File: src/rtl/out_port.sv
// out_port: read-side egress port of the switch.
//
// Accepts ECC-corrected 128-bit pages from the read pipeline into a two-slot
// ping-pong buffer and serializes them as 16-bit words on the rd_* interface.
// Packet framing comes from the 9-bit length field in the header word; any
// page tail past end-of-packet is dropped. If the length field and the
// page_last framing disagree, the sticky len_err flag is raised.
//
// Ports:
//   clk, rst_n          clock, asynchronous active-low reset
//   ready               downstream can take a packet (sampled at packet start)
//   page_vld/page_last  page offered / page is the final page of its packet
//   page_data[127:0]    page, word 0 in [127:112], word 7 in [15:0]
//   page_rdy            page accepted this cycle when page_vld is high
//   rd_sop              one-cycle start-of-packet strobe (registered)
//   rd_vld/rd_eop       word valid / last word of packet (registered)
//   rd_data[15:0]       output word (registered, zero when not valid)
//   len_err             sticky header-length vs page framing mismatch
module out_port #(
  parameter int DW = 16,
  parameter int PW = 8
) (
  input  logic              clk,
  input  logic              rst_n,
  input  logic              ready,
  input  logic              page_vld,
  input  logic              page_last,
  input  logic [DW*PW-1:0]  page_data,
  output logic              page_rdy,
  output logic              rd_sop,
  output logic              rd_vld,
  output logic              rd_eop,
  output logic [DW-1:0]     rd_data,
  output logic              len_err
);

  localparam int WIW = $clog2(PW);
  localparam int LW  = 9;
  localparam int CW  = LW + 1;
  localparam logic [WIW-1:0] WI_LAST = WIW'(PW - 1);

  typedef enum logic [1:0] {
    IDLE  = 2'd0,
    SOP   = 2'd1,
    DATA  = 2'd2,
    DRAIN = 2'd3
  } state_t;

  state_t state, state_nx;

  logic [DW*PW-1:0] slot_mem [2];
  logic [1:0]       slot_last;
  logic [1:0]       cnt;
  logic             wp, rp;
  logic             fetch_done;
  logic             run;
  logic [WIW-1:0]   wi;
  logic [CW-1:0]    wcnt;
  logic [LW-1:0]    len_q;

  logic             accept, store, emit, last_word, len_hit, forced;
  logic             eop, free, short_pkt, flush;
  logic [DW-1:0]    cur_word;
  logic [LW-1:0]    len_cur;
  logic             sop_nx, vld_nx, eop_nx;
  logic [DW-1:0]    data_nx;

  // run holds page_rdy low until the first clock after reset release.
  // Once the final page of a packet has been taken nothing further belongs
  // to it, so the buffer stays closed (DRAIN included) until IDLE re-entry.
  assign page_rdy = run & ~fetch_done & ((state == DRAIN) | (cnt != 2'd2));
  assign accept   = page_vld & page_rdy;
  // Pages accepted while draining belong to the aborted packet: never stored.
  assign store    = accept & (state != DRAIN);

  always_comb begin
    cur_word = '0;
    for (int i = 0; i < PW; i++) begin
      if (wi == WIW'(i)) cur_word = slot_mem[rp][(PW-1-i)*DW +: DW];
    end
  end

  // SOP is the cycle rd_sop is visible; the header is fetched during it so
  // that the first word follows the strobe directly.
  assign emit      = ((state == SOP) | (state == DATA)) & (cnt != 2'd0);
  // The header word carries its own length before len_q has captured it.
  assign len_cur   = (wcnt == '0) ? cur_word[DW-1 -: LW] : len_q;
  assign len_hit   = emit & (wcnt == {1'b0, len_cur});
  assign last_word = emit & (wi == WI_LAST);
  assign forced    = last_word & slot_last[rp] & ~len_hit;
  assign eop       = len_hit | forced;
  assign free      = last_word | len_hit;
  assign short_pkt = len_hit & ~slot_last[rp];
  assign flush     = (state_nx == DRAIN) | (state == DRAIN);

  // FSM: state register
  always_ff @(posedge clk or negedge rst_n) begin
    if (!rst_n) state <= IDLE;
    else        state <= state_nx;
  end

  // FSM: next state
  always_comb begin
    state_nx = state;
    case (state)
      IDLE:  if ((cnt != 2'd0) & ready) state_nx = SOP;
      SOP,
      DATA: begin
        if (state == SOP) state_nx = DATA;
        if (eop)          state_nx = short_pkt ? DRAIN : IDLE;
      end
      DRAIN: if (fetch_done | (page_vld & page_last)) state_nx = IDLE;
      default: state_nx = IDLE;
    endcase
  end

  // FSM: outputs (registered below)
  always_comb begin
    sop_nx  = (state_nx == SOP);
    vld_nx  = emit;
    eop_nx  = eop;
    data_nx = emit ? cur_word : '0;
  end

  always_ff @(posedge clk or negedge rst_n) begin
    if (!rst_n) begin
      run        <= 1'b0;
      cnt        <= 2'd0;
      wp         <= 1'b0;
      rp         <= 1'b0;
      slot_last  <= 2'b00;
      fetch_done <= 1'b0;
      wi         <= '0;
      wcnt       <= '0;
      len_err    <= 1'b0;
      rd_sop     <= 1'b0;
      rd_vld     <= 1'b0;
      rd_eop     <= 1'b0;
      rd_data    <= '0;
    end else begin
      run <= 1'b1;
      if (store) slot_last[wp] <= page_last;

      // Draining discards every buffered page, including one stored on the
      // very cycle the short packet ended.
      if (flush) begin
        cnt <= 2'd0;
        wp  <= wp ^ store;
        rp  <= wp ^ store;
      end else begin
        cnt <= cnt + {1'b0, store} - {1'b0, free};
        wp  <= wp ^ store;
        rp  <= rp ^ free;
      end

      if ((state != IDLE) & (state_nx == IDLE)) fetch_done <= 1'b0;
      else if (store & page_last)               fetch_done <= 1'b1;

      if (state == IDLE) wcnt <= '0;
      else if (emit)     wcnt <= wcnt + CW'(1);

      if (eop)       wi <= '0;
      else if (emit) wi <= wi + WIW'(1);

      if (forced | short_pkt) len_err <= 1'b1;

      rd_sop  <= sop_nx;
      rd_vld  <= vld_nx;
      rd_eop  <= eop_nx;
      rd_data <= data_nx;
    end
  end

  // Page storage and the latched length need no reset.
  always_ff @(posedge clk) begin
    if (store) slot_mem[wp] <= page_data;
    if (emit & (wcnt == '0)) len_q <= cur_word[DW-1 -: LW];
  end

endmodule

File: config.mk
export PLATFORM = sky130hd
export DESIGN_NAME = out_port
export DESIGN_NICKNAME = d
export VERILOG_FILES = /design/src/rtl/out_port.sv
export SDC_FILE = /design/constraint.sdc
export NUM_CORES = 1
export LEC_CHECK = 0
export BUFFER_PORTS_ARGS = -buffer_cell sky130_fd_sc_hd__buf_2
export CAP_MARGIN = 20
export CORE_ASPECT_RATIO = 0.5
export CORE_UTILIZATION = 40
export CTS_CLUSTER_DIAMETER = 120
export DETAILED_ROUTE_END_ITERATION = 6
export PLACE_DENSITY = 0.62
export REMOVE_ABC_BUFFERS = 1
export SLEW_MARGIN = 20
export SYNTH_ARGS = -nofsm -noshare
export SYNTH_HDL_FRONTEND = slang
export SYNTH_SLANG_ARGS = --single-unit
File: constraint.sdc
create_clock -name clk -period 5.9 [get_ports clk]
set_input_delay 0.885 -clock clk [delete_from_list [all_inputs] [get_ports clk]]
set_output_delay 0.885 -clock clk [all_outputs]
set_load 0.01 [all_outputs]
==> results of run 1 <==
## cell type report
class | instances | area share (%)
timing repair buffer | 165 | 5.797
clock inverter | 18 | 1.061
multi-input combinational | 453 | 23.22
antenna | 4 | 0.06682
tap | 432 | 3.608
sequential | 308 | 60.33
inverter | 28 | 0.7016
clock buffer | 38 | 5.212
## state kept, by name, summed over array words and instances, names as in the netlist, 2 cells and up
register and cells:
slot_mem 256, rd_data 16, wcnt 10, state 2, cnt 2, slot_last 2, len_q 9, wi 3
## path summary, 6_finish.rpt
path	endpoint	from	slack [ps]	cells past startpoint
max in group asynchronous	rp$_DFF_PN0_	rst_n	5020	2
max reg2reg	cnt[1]$_DFF_PN0_	wi[2]$_DFFE_PN0P_	1430	15
min reg2reg	len_err$_DFFE_PN0P_	len_err$_DFFE_PN0P_	470	1
min in group clk	len_err$_DFFE_PN0P_	len_err$_DFFE_PN0P_	470	1
max	cnt[1]$_DFF_PN0_	wi[2]$_DFFE_PN0P_	1430	15
min	rd_data[3]$_DFF_PN0_	rst_n	390	2
## per-stage QoR
step	instance area, µm²	worst slack, ps	hold slack [ps]
6_report	14980	1428	394.2
3_5_place_dp	14030	1484	456.1
4_1_cts	14970	1465	402.1
2_1_floorplan	12590	-611.7	480.3
3_3_place_gp	14030	1707	461.2
5_1_grt	14970	1069	430.6
## per-layer routing
metal	global-route usage [%]	vias up	part of all wire, %	wire, µm
met3	3.901	49	5.8	1668
li1	-	3532	-	-
met5	0	-	0.045	13
met4	4.051	2	2.1	619
met1	21.09	3741	41	11870
met2	30.96	193	51	14750
## worst max-delay path, stage by stage (launching register included)
cell       delay (ps)
dfrtp_1           380
inv_1             370
ha_1              900
or3b_2            280
o22ai_1           100
o31ai_1           310
a221o_1           290
o221ai_1          140
nand4bb_1         450
o21ai_2           300
ha_1              260
inv_1              60
ha_1              150
xor2_1            160
xnor2_1           140
nor2_1             50
## power groups by stage
stage | logic (mW) | clock network (mW) | registers (mW)
after floorplan | 1.69 | 0 | 3.12
after global placement | 2.37 | 0 | 2.99
after detailed placement | 2.43 | 0 | 3.00
after CTS | 2.44 | 1.87 | 2.95
after global routing | 2.62 | 1.96 | 2.99
final | 2.43 | 1.83 | 2.95
## placed cells by master, fill, tap and decap left out, types with 3 or more instances in the layout
master / n
nor2_1: 41
clkinv_1: 6
diode_2: 4
mux2_1: 9
o311ai_1: 7
mux2i_1: 109
nand4_1: 3
and3_1: 5
nor3_1: 6
xor2_1: 7
buf_2: 153
ha_1: 13
xnor2_1: 7
edfxtp_1: 265
o22ai_1: 25
o21ai_0: 14
o221ai_1: 5
a221oi_1: 5
and2_1: 6
clkbuf_1: 8
clkinv_2: 4
a22oi_1: 3
a21oi_1: 37
clkinvlp_4: 3
nand3_1: 13
dfrtp_1: 42
o21ai_2: 3
inv_1: 28
clkbuf_16: 30
a211oi_1: 19
nand2b_1: 8
nand2_1: 32
mux2_2: 18
a31oi_1: 3
o21a_1: 3
buf_4: 11
o21ai_1: 10
## cells by family (layout without fill, tap and decap cells)
logic type,count (synthesis),count (layout),share of synthesized area [%]
simple gates,127,127,4.793
other cells,1,5,0.02908
fa+ha+maj,15,15,1.455
xor+xnor,14,14,0.9508
flops,308,308,70.05
buf+inv,72,249,3.202
mux,137,137,10.93
compound gates,159,159,8.587
==> flow_metrics.env, run 1 <==
export IMPL_drtIter0Drc=590
export IMPL_max_freq_ghz=0.2236
export IMPL_fin_nets=1134
export IMPL_core_area_um2=31710
export IMPL_grt_usage_pct=17.15
export IMPL_synthCells=833
export IMPL_hp_class="primary input to async pin"
export IMPL_vias=7517
export IMPL_crit_path_start_kind="flip-flop"
export IMPL_synth_area_leaders="edfxtp_1, mux2i_1, dfrtp_1, mux2_2, ha_1"
export IMPL_cts_hold_buffers=0
export IMPL_status="finished clean"
export IMPL_ir_worst_vdd_mv=0.2238
export IMPL_grt_pass1_vias=7682
export IMPL_post_route_drc_count=0
export IMPL_synth_area_per_cell_um2=15.48
export IMPL_drive_above_1_share_pct=23.76
export IMPL_yosysTopAreaCell="edfxtp_1"
export IMPL_maxCapViolCount=0
export IMPL_wire_per_inst_um=20.00
export IMPL_numCtsBuffers=30
export IMPL_p_sw_share_pct=34.08
export IMPL_min_period_over_period_pct=75.80
export IMPL_synth_warnings=0
export IMPL_fin_crit_ps=4472
export IMPL_first_pass_iters=5
export IMPL_finClkSkew_ps=8.667
export IMPL_die_w_um=255.9
export IMPL_routed_via_density=5.198
export IMPL_setup_viol=0
export IMPL_total_power_mw=7.218
export IMPL_hpwl_um=20200
export IMPL_totalWireLength_um=28920
export IMPL_synth_cell_type_count=68
export IMPL_post_cts_setup_buffer_count=0
export IMPL_syn_cell_area_um2=12900
export IMPL_die_h_um=129.0
export IMPL_cts_root_buf="clkbuf_16"
export IMPL_critPathKind="flip-flop to flip-flop"
export IMPL_regArea_um2=9037
export IMPL_clk_insertion_delay_late_ps=570
export IMPL_place_gp_congestion=0.9233
export IMPL_grt_max_degree=51
export IMPL_synth_edf_count=265
export IMPL_postRouteAntennaNets=0
export IMPL_clock_sinks=308
export IMPL_clockPowerShare_pct=25.4
export IMPL_p_comb_share_pct=33.7
export IMPL_worstPathArrival_ps=4930
export IMPL_die_area_um2=33010
export IMPL_p_switching_mw=2.460
export IMPL_io_pins=154
export IMPL_synthArstFlopShare_pct=13.96
export IMPL_grt_pass1_wl_um=43410
export IMPL_required_ps=6360
export IMPL_synth_most_common_cell="edfxtp_1"
export IMPL_critPathMaxFanout=26
export IMPL_gr_total_overflow=0
export IMPL_internal_power_mw=4.759
export IMPL_synth_top_flop_cell="edfxtp_1"
export IMPL_final_max_slew_violation_count=0
export IMPL_seq_area_frac_synth_pct=70.05
export IMPL_clkTransAtPathRegs_ps=60
export IMPL_clockBufferDepth=3
export IMPL_start_util_pct=40.67
export IMPL_port_buffers=153
export IMPL_fill_cells=2753
export IMPL_tns_ps=0
export IMPL_num_rows=46
export IMPL_multi_input_area_um2=3478
export IMPL_rsz0062_at_grt="false"
export IMPL_relSlewSlack_pct=31.71
export IMPL_p_leak_nw=5.700
export IMPL_powerDensity_nw_per_um2=481.9
export IMPL_synthToLayoutAreaGrowth_pct=16.15
export IMPL_dp_cells=1386
export IMPL_antenna_found_initial=4
export IMPL_worst_pin_slew_ps=1024
export IMPL_ys_seq_elements=308
export IMPL_synth_top_area_share_pct=61.71
export IMPL_endpoint_kind="flip-flop"
export IMPL_instances_no_fill=1446
export IMPL_post_cts_resized=0
export IMPL_final_core_util_pct=47.23
export IMPL_htree_levels=1
export IMPL_cts_tree="yes"
export IMPL_power_frac_seq_pct=40.9
export IMPL_synth_common_cells="edfxtp_1, mux2i_1, dfrtp_1"
export IMPL_hold_violations=0
Power figures use the tool's default switching activity.
==> run 2, diff against run 1 <==
- PLACE_DENSITY: 0.62 -> 0.65
- clock period: 5.9 -> 3.9 ns (I/O delays scaled with it)
==> run 2 against run 1 <==
First-iteration DRC count shrank 12%; clock-buffer cell count grew 5; setup slack lost 1200 ps; critical endpoint unchanged; combinational power grew 61%; via count grew 0.71%; sequential share of layout area shrank 0.55 points; sequential cell count is the same.
==> flow_metrics.env, run 2 (same netlist as run 1, synthesis figures left out) <==
export IMPL_status="finished clean"
export IMPL_numCtsBuffers=28
export IMPL_die_h_um=129.0
export IMPL_busiest_layer="met2"
export IMPL_maxCapViolCount=0
export IMPL_grt_max_degree=70
export IMPL_num_rows=46
export IMPL_worstPathArrival_ps=4100
export IMPL_hold_slack_ps=35.88
export IMPL_core_area_um2=31710
export IMPL_grt_pass1_wl_um=43950
export IMPL_post_cts_resized=0
export IMPL_final_core_util_pct=47.67
export IMPL_drive_above_1_share_pct=24.78
export IMPL_place_gp_congestion=0.8575
export IMPL_die_w_um=255.9
export IMPL_critPathKind="flip-flop to flip-flop"
export IMPL_p_comb_share_pct=35.6
export IMPL_gr_total_overflow=0
export IMPL_use_met2_pct=31.09
export IMPL_cts_hold_buffers=0
export IMPL_wire_per_inst_um=19.91
export IMPL_post_cts_setup_buffer_count=0
export IMPL_cts_root_buf="clkbuf_16"
export IMPL_antenna_found_initial=8
export IMPL_fin_crit_ps=3655
export IMPL_powerDensity_nw_per_um2=726.8
export IMPL_p_sw_share_pct=34.03
export IMPL_regMostFlops="slot_mem"
export IMPL_worst_pin_slew_ps=844.7
export IMPL_routed_via_density=5.188
export IMPL_max_freq_ghz=0.2736
export IMPL_crit_path_start_kind="flip-flop"
export IMPL_die_area_um2=33010
export IMPL_reg2reg_depth=15
export IMPL_power_frac_seq_pct=40.3
export IMPL_final_max_slew_violation_count=0
export IMPL_ir_worst_vdd_mv=0.3900
export IMPL_largest_reg_flops=256
export IMPL_grt_pass1_vias=7759
export IMPL_finClkSkew_ps=15.50
export IMPL_port_buffers=153
export IMPL_rsz0062_at_grt="false"
export IMPL_clockPowerShare_pct=24.2
export IMPL_postRouteAntennaNets=0
export IMPL_total_power_mw=10.99
export IMPL_clockBufferDepth=3
export IMPL_hp_class="primary input to async pin"
export IMPL_mostFrequentLayoutCells="edfxtp_1, buf_2, mux2i_1, dfrtp_1, nor2_1"
export IMPL_synthToLayoutAreaGrowth_pct=17.22
export IMPL_layout_commonest_cell="edfxtp_1"
export IMPL_hold_violations=0
export IMPL_clkTransAtPathRegs_ps=70
export IMPL_required_ps=4350
export IMPL_internal_power_mw=7.248
export IMPL_drtIter0Drc=517
export IMPL_post_route_drc_count=0
export IMPL_gr_usage_met3_pct=3.526
export IMPL_cts_tree="yes"
export IMPL_tns_ps=0
export IMPL_relSlewSlack_pct=43.68
export IMPL_hpwl_um=20270
export IMPL_clk_insertion_delay_late_ps=570
export IMPL_p_leak_nw=5.776
export IMPL_reg_top3="slot_mem (256), rd_data (16), wcnt (10)"
export IMPL_totalWireLength_um=29040
export IMPL_p_switching_mw=3.738
export IMPL_setup_viol=0
export IMPL_use_met1_pct=21.47
export IMPL_min_period_over_period_pct=93.72
export IMPL_critPathMaxFanout=5
export IMPL_start_util_pct=40.67
export IMPL_grt_usage_pct=17.30
export IMPL_clock_sinks=308
export IMPL_vias=7570
export IMPL_first_pass_iters=5
export IMPL_htree_levels=1
export IMPL_fin_nets=1147
export IMPL_io_pins=154
export IMPL_endpoint_kind="flip-flop"
-- run 2: cell type report --
type	instances	area [µm²]
Clock buffer	43	797.0
Sequential cell	308	9037
Clock inverter	9	92.59
Tap cell	432	540.5
Multi-Input combinational cell	453	3496
Antenna cell	6	15.01
Fill cell	2742	16600
Inverter	28	105.1
Timing Repair Buffer	180	1033
-- run 2: power groups by stage --
stage	Clock [mW]	Combinational, mW	Sequential, mW
2_1_floorplan	0	2.55	4.72
3_3_place_gp	0	3.78	4.47
3_5_place_dp	0	3.86	4.50
4_1_cts	2.71	3.88	4.43
5_1_grt	2.85	4.22	4.47
6_report	2.65	3.91	4.42
-- run 2: routing by layer --
layer	share of wire [%]	routed length, µm
met1	42	12180
met2	52	15150
met3	4.3	1263
met4	1.5	440
met5	0.045	13
-- run 2: worst max-delay path: stages, from the launching register on --
cell       delay [ps]
dfrtp_1           430
ha_1              250
ha_1              240
or4b_4            570
o21ai_2           170
a221oi_2           70
a2111oi_4         440
a2bb2oi_2         180
nand4bb_1         170
o21ai_2           190
ha_1              250
inv_1              50
ha_1              150
xor2_1            170
xnor2_1           140
nor2_1             60
-- run 2: through the flow --
step | cells | cell area, µm² | setup WS, ps
floorplan | 789 | 12590 | -2612
global placement | 1401 | 14190 | 353.0
detailed placement | 1401 | 14190 | 161.0
CTS | 1453 | 15080 | 123.2
global route | 1455 | 15110 | 36.38
finish | 1459 | 15120 | 245.0
-- run 2: final timing paths --
| check | endpoint | slack, ps | start |
|---|---|---|---|
| max reg2reg | cnt[1]$_DFF_PN0_ | 240 | wi[0]$_DFFE_PN0P_ |
| max in group asynchronous | rp$_DFF_PN0_ | 3420 | rst_n |
| min reg2reg | len_err$_DFFE_PN0P_ | 480 | len_err$_DFFE_PN0P_ |
| min in group clk | slot_mem[0][16]$_DFFE_PP_ | 200 | page_data[16] |
| min | rd_data[15]$_DFF_PN0_ | 40 | rst_n |
| max | cnt[1]$_DFF_PN0_ | 240 | wi[0]$_DFFE_PN0P_ |
==> run 3, diff against run 2 <==
- SETUP_SLACK_MARGIN: unset -> 0.3
==> run 3 against run 2 <==
Core utilization increased by 0.72 points; sequential share of layout area down 0.87 points; worst hold slack got worse by 0.61 ps; routed wire length grew 1.4%; largest cell class unchanged; clock-buffer cell count is the same; critical endpoint unchanged; critical path type unchanged; via count grew 0.52%; cell area rose by 1.5%; total power rose by 3.1%; register-to-register slack gained 120 ps; sequential cell count is the same; first-iteration DRC count increased by 5.6%; clock power hardly changed.
==> flow_metrics.env, run 3 (same netlist as run 1, synthesis figures left out) <==
export IMPL_hold_violations=0
export IMPL_hp_class="primary input to async pin"
export IMPL_p_comb_share_pct=37.5
export IMPL_regMostFlops="slot_mem"
export IMPL_die_h_um=129.0
export IMPL_drtIter0Drc=546
export IMPL_gr_total_overflow=0
export IMPL_status="finished clean"
export IMPL_place_gp_congestion=0.8575
export IMPL_max_freq_ghz=0.2830
export IMPL_grt_max_degree=70
export IMPL_worstPathArrival_ps=3980
export IMPL_post_route_drc_count=0
export IMPL_htree_levels=1
export IMPL_cpMostUsedCell="ha_4"
export IMPL_start_util_pct=40.67
export IMPL_place_area_um2=14190
export IMPL_dp_cells=1401
export IMPL_endpoint_kind="flip-flop"
export IMPL_io_pins=154
export IMPL_final_area_um2=15340
export IMPL_rsz0062_at_grt="false"
export IMPL_reg2reg_depth=15
export IMPL_fin_nets=1156
export IMPL_maxCapViolCount=0
export IMPL_slowest_stage="or4b_4"
export IMPL_p_leak_nw=5.829
export IMPL_crit_path_start_kind="flip-flop"
export IMPL_instances_no_fill=1468
export IMPL_powerDensity_nw_per_um2=738.0
export IMPL_total_power_mw=11.32
export IMPL_internal_power_mw=7.443
export IMPL_worst_pin_slew_ps=841.7
export IMPL_clockBufferDepth=3
export IMPL_postRouteAntennaNets=0
export IMPL_layout_commonest_cell="edfxtp_1"
export IMPL_num_rows=46
export IMPL_antenna_found_initial=8
export IMPL_synthToLayoutAreaGrowth_pct=18.99
export IMPL_totalWireLength_um=29460
export IMPL_cts_tree="yes"
export IMPL_p_sw_share_pct=34.27
export IMPL_cts_hold_buffers=0
export IMPL_wire_per_inst_um=20.06
export IMPL_die_w_um=255.9
export IMPL_power_frac_seq_pct=39.0
export IMPL_hold_slack_ps=35.28
export IMPL_finClkSkew_ps=16.42
export IMPL_grt_usage_pct=17.34
export IMPL_clk_insertion_delay_late_ps=570
export IMPL_clkTransAtPathRegs_ps=70
export IMPL_core_area_um2=31710
export IMPL_clockPowerShare_pct=23.5
export IMPL_worstPathCellList="ha_4 > ha_4 > or4b_4 > o21ai_2 > a221oi_2 > a2111oi_4 > a2bb2oi_2 > nand4bb_4 > o21ai_4 > ha_4 > inv_2 > ha_2 > xor2_1 > xnor2_1 > nor2_1"
export IMPL_grt_pass1_wl_um=44070
export IMPL_setup_viol=0
export IMPL_required_ps=4340
export IMPL_numCtsBuffers=28
export IMPL_cts_root_buf="clkbuf_16"
export IMPL_p_switching_mw=3.881
export IMPL_routed_via_density=5.183
export IMPL_die_area_um2=33010
export IMPL_mostFrequentLayoutCells="edfxtp_1, buf_2, mux2i_1, nor2_1, dfrtp_1"
export IMPL_grt_pass1_vias=7780
export IMPL_first_pass_iters=5
export IMPL_fin_crit_ps=3534
export IMPL_min_period_over_period_pct=90.62
export IMPL_relSlewSlack_pct=43.88
export IMPL_vias=7609
export IMPL_largest_reg_flops=256
export IMPL_reg_top3="slot_mem (256), rd_data (16), wcnt (10)"
export IMPL_drive_above_1_share_pct=26.99
export IMPL_port_buffers=153
export IMPL_ir_worst_vdd_mv=0.4676
export IMPL_clock_sinks=308
export IMPL_hpwl_um=20270
export IMPL_critPathMaxFanout=5
export IMPL_final_max_slew_violation_count=0
export IMPL_critPathKind="flip-flop to flip-flop"
export IMPL_cpPeakStageDelay_ps=520
run 3: critical path: cells and delay by family, from the launching register on:
kind,cells,cell delay (ps)
fa+ha+maj,4,760
compound gates,5,1070
simple gates,3,740
flops,1,470
xor+xnor,2,320
buf+inv,1,50
run 3: repair_timing:
item | 4_1_cts | 5_1_grt
endpoints found under the setup margin | 2 | 1
cloned | 0 | 0
resized for setup | 7 | 25
setup buffers | 1 | 8
pin swaps | 6 | 14
hold endpoints to repair | 0 | 0
run 3: routing by layer:
layer  global-route usage [%]  wire, µm  up-vias
met2                    31.19     15390      168
met4                    4.544       499        2
met1                    21.52     12220     3816
met5                        0        13        -
li1                         -         -     3577
met3                    3.507      1336       46
run 3: worst paths after layout:
path	start	end	slack [ps]
max reg2reg	wi[0]$_DFFE_PN0P_	cnt[1]$_DFF_PN0_	370
min reg2reg	len_err$_DFFE_PN0P_	len_err$_DFFE_PN0P_	480
max in group asynchronous	rst_n	rp$_DFF_PN0_	3420
min	rst_n	rd_data[15]$_DFF_PN0_	40
min in group clk	page_data[16]	slot_mem[0][16]$_DFFE_PP_	200
max	wi[0]$_DFFE_PN0P_	cnt[1]$_DFF_PN0_	370
run 3: layout make-up:
| type | count | area (µm²) |
|---|---|---|
| inverter | 28 | 107.6 |
| antenna | 6 | 15.01 |
| clock inverter | 9 | 92.59 |
| multi-input combinational | 453 | 3636 |
| clock buffer | 43 | 797.0 |
| fill | 2715 | 16370 |
| tap | 432 | 540.5 |
| sequential | 308 | 9040 |
| timing repair buffer | 189 | 1116 |
run 3: power by group through the flow:
stage               registers, mW  logic (mW)  clock network, mW
floorplan                    4.72        2.55                  0
global placement             4.47        3.78                  0
detailed placement           4.50        3.86                  0
CTS                          4.43        3.92               2.71
global route                 4.46        4.56               2.85
finish                       4.42        4.25               2.66
run 3: per-stage QoR:
step,TNS [ps],util (%),setup slack (ps)
after floorplan,-255900,-,-2612
after global placement,0,44.74,353.0
after detailed placement,0,44.74,161.0
after CTS,0,47.66,305.5
after global routing,0,48.35,260.4
final,0,48.39,365.8
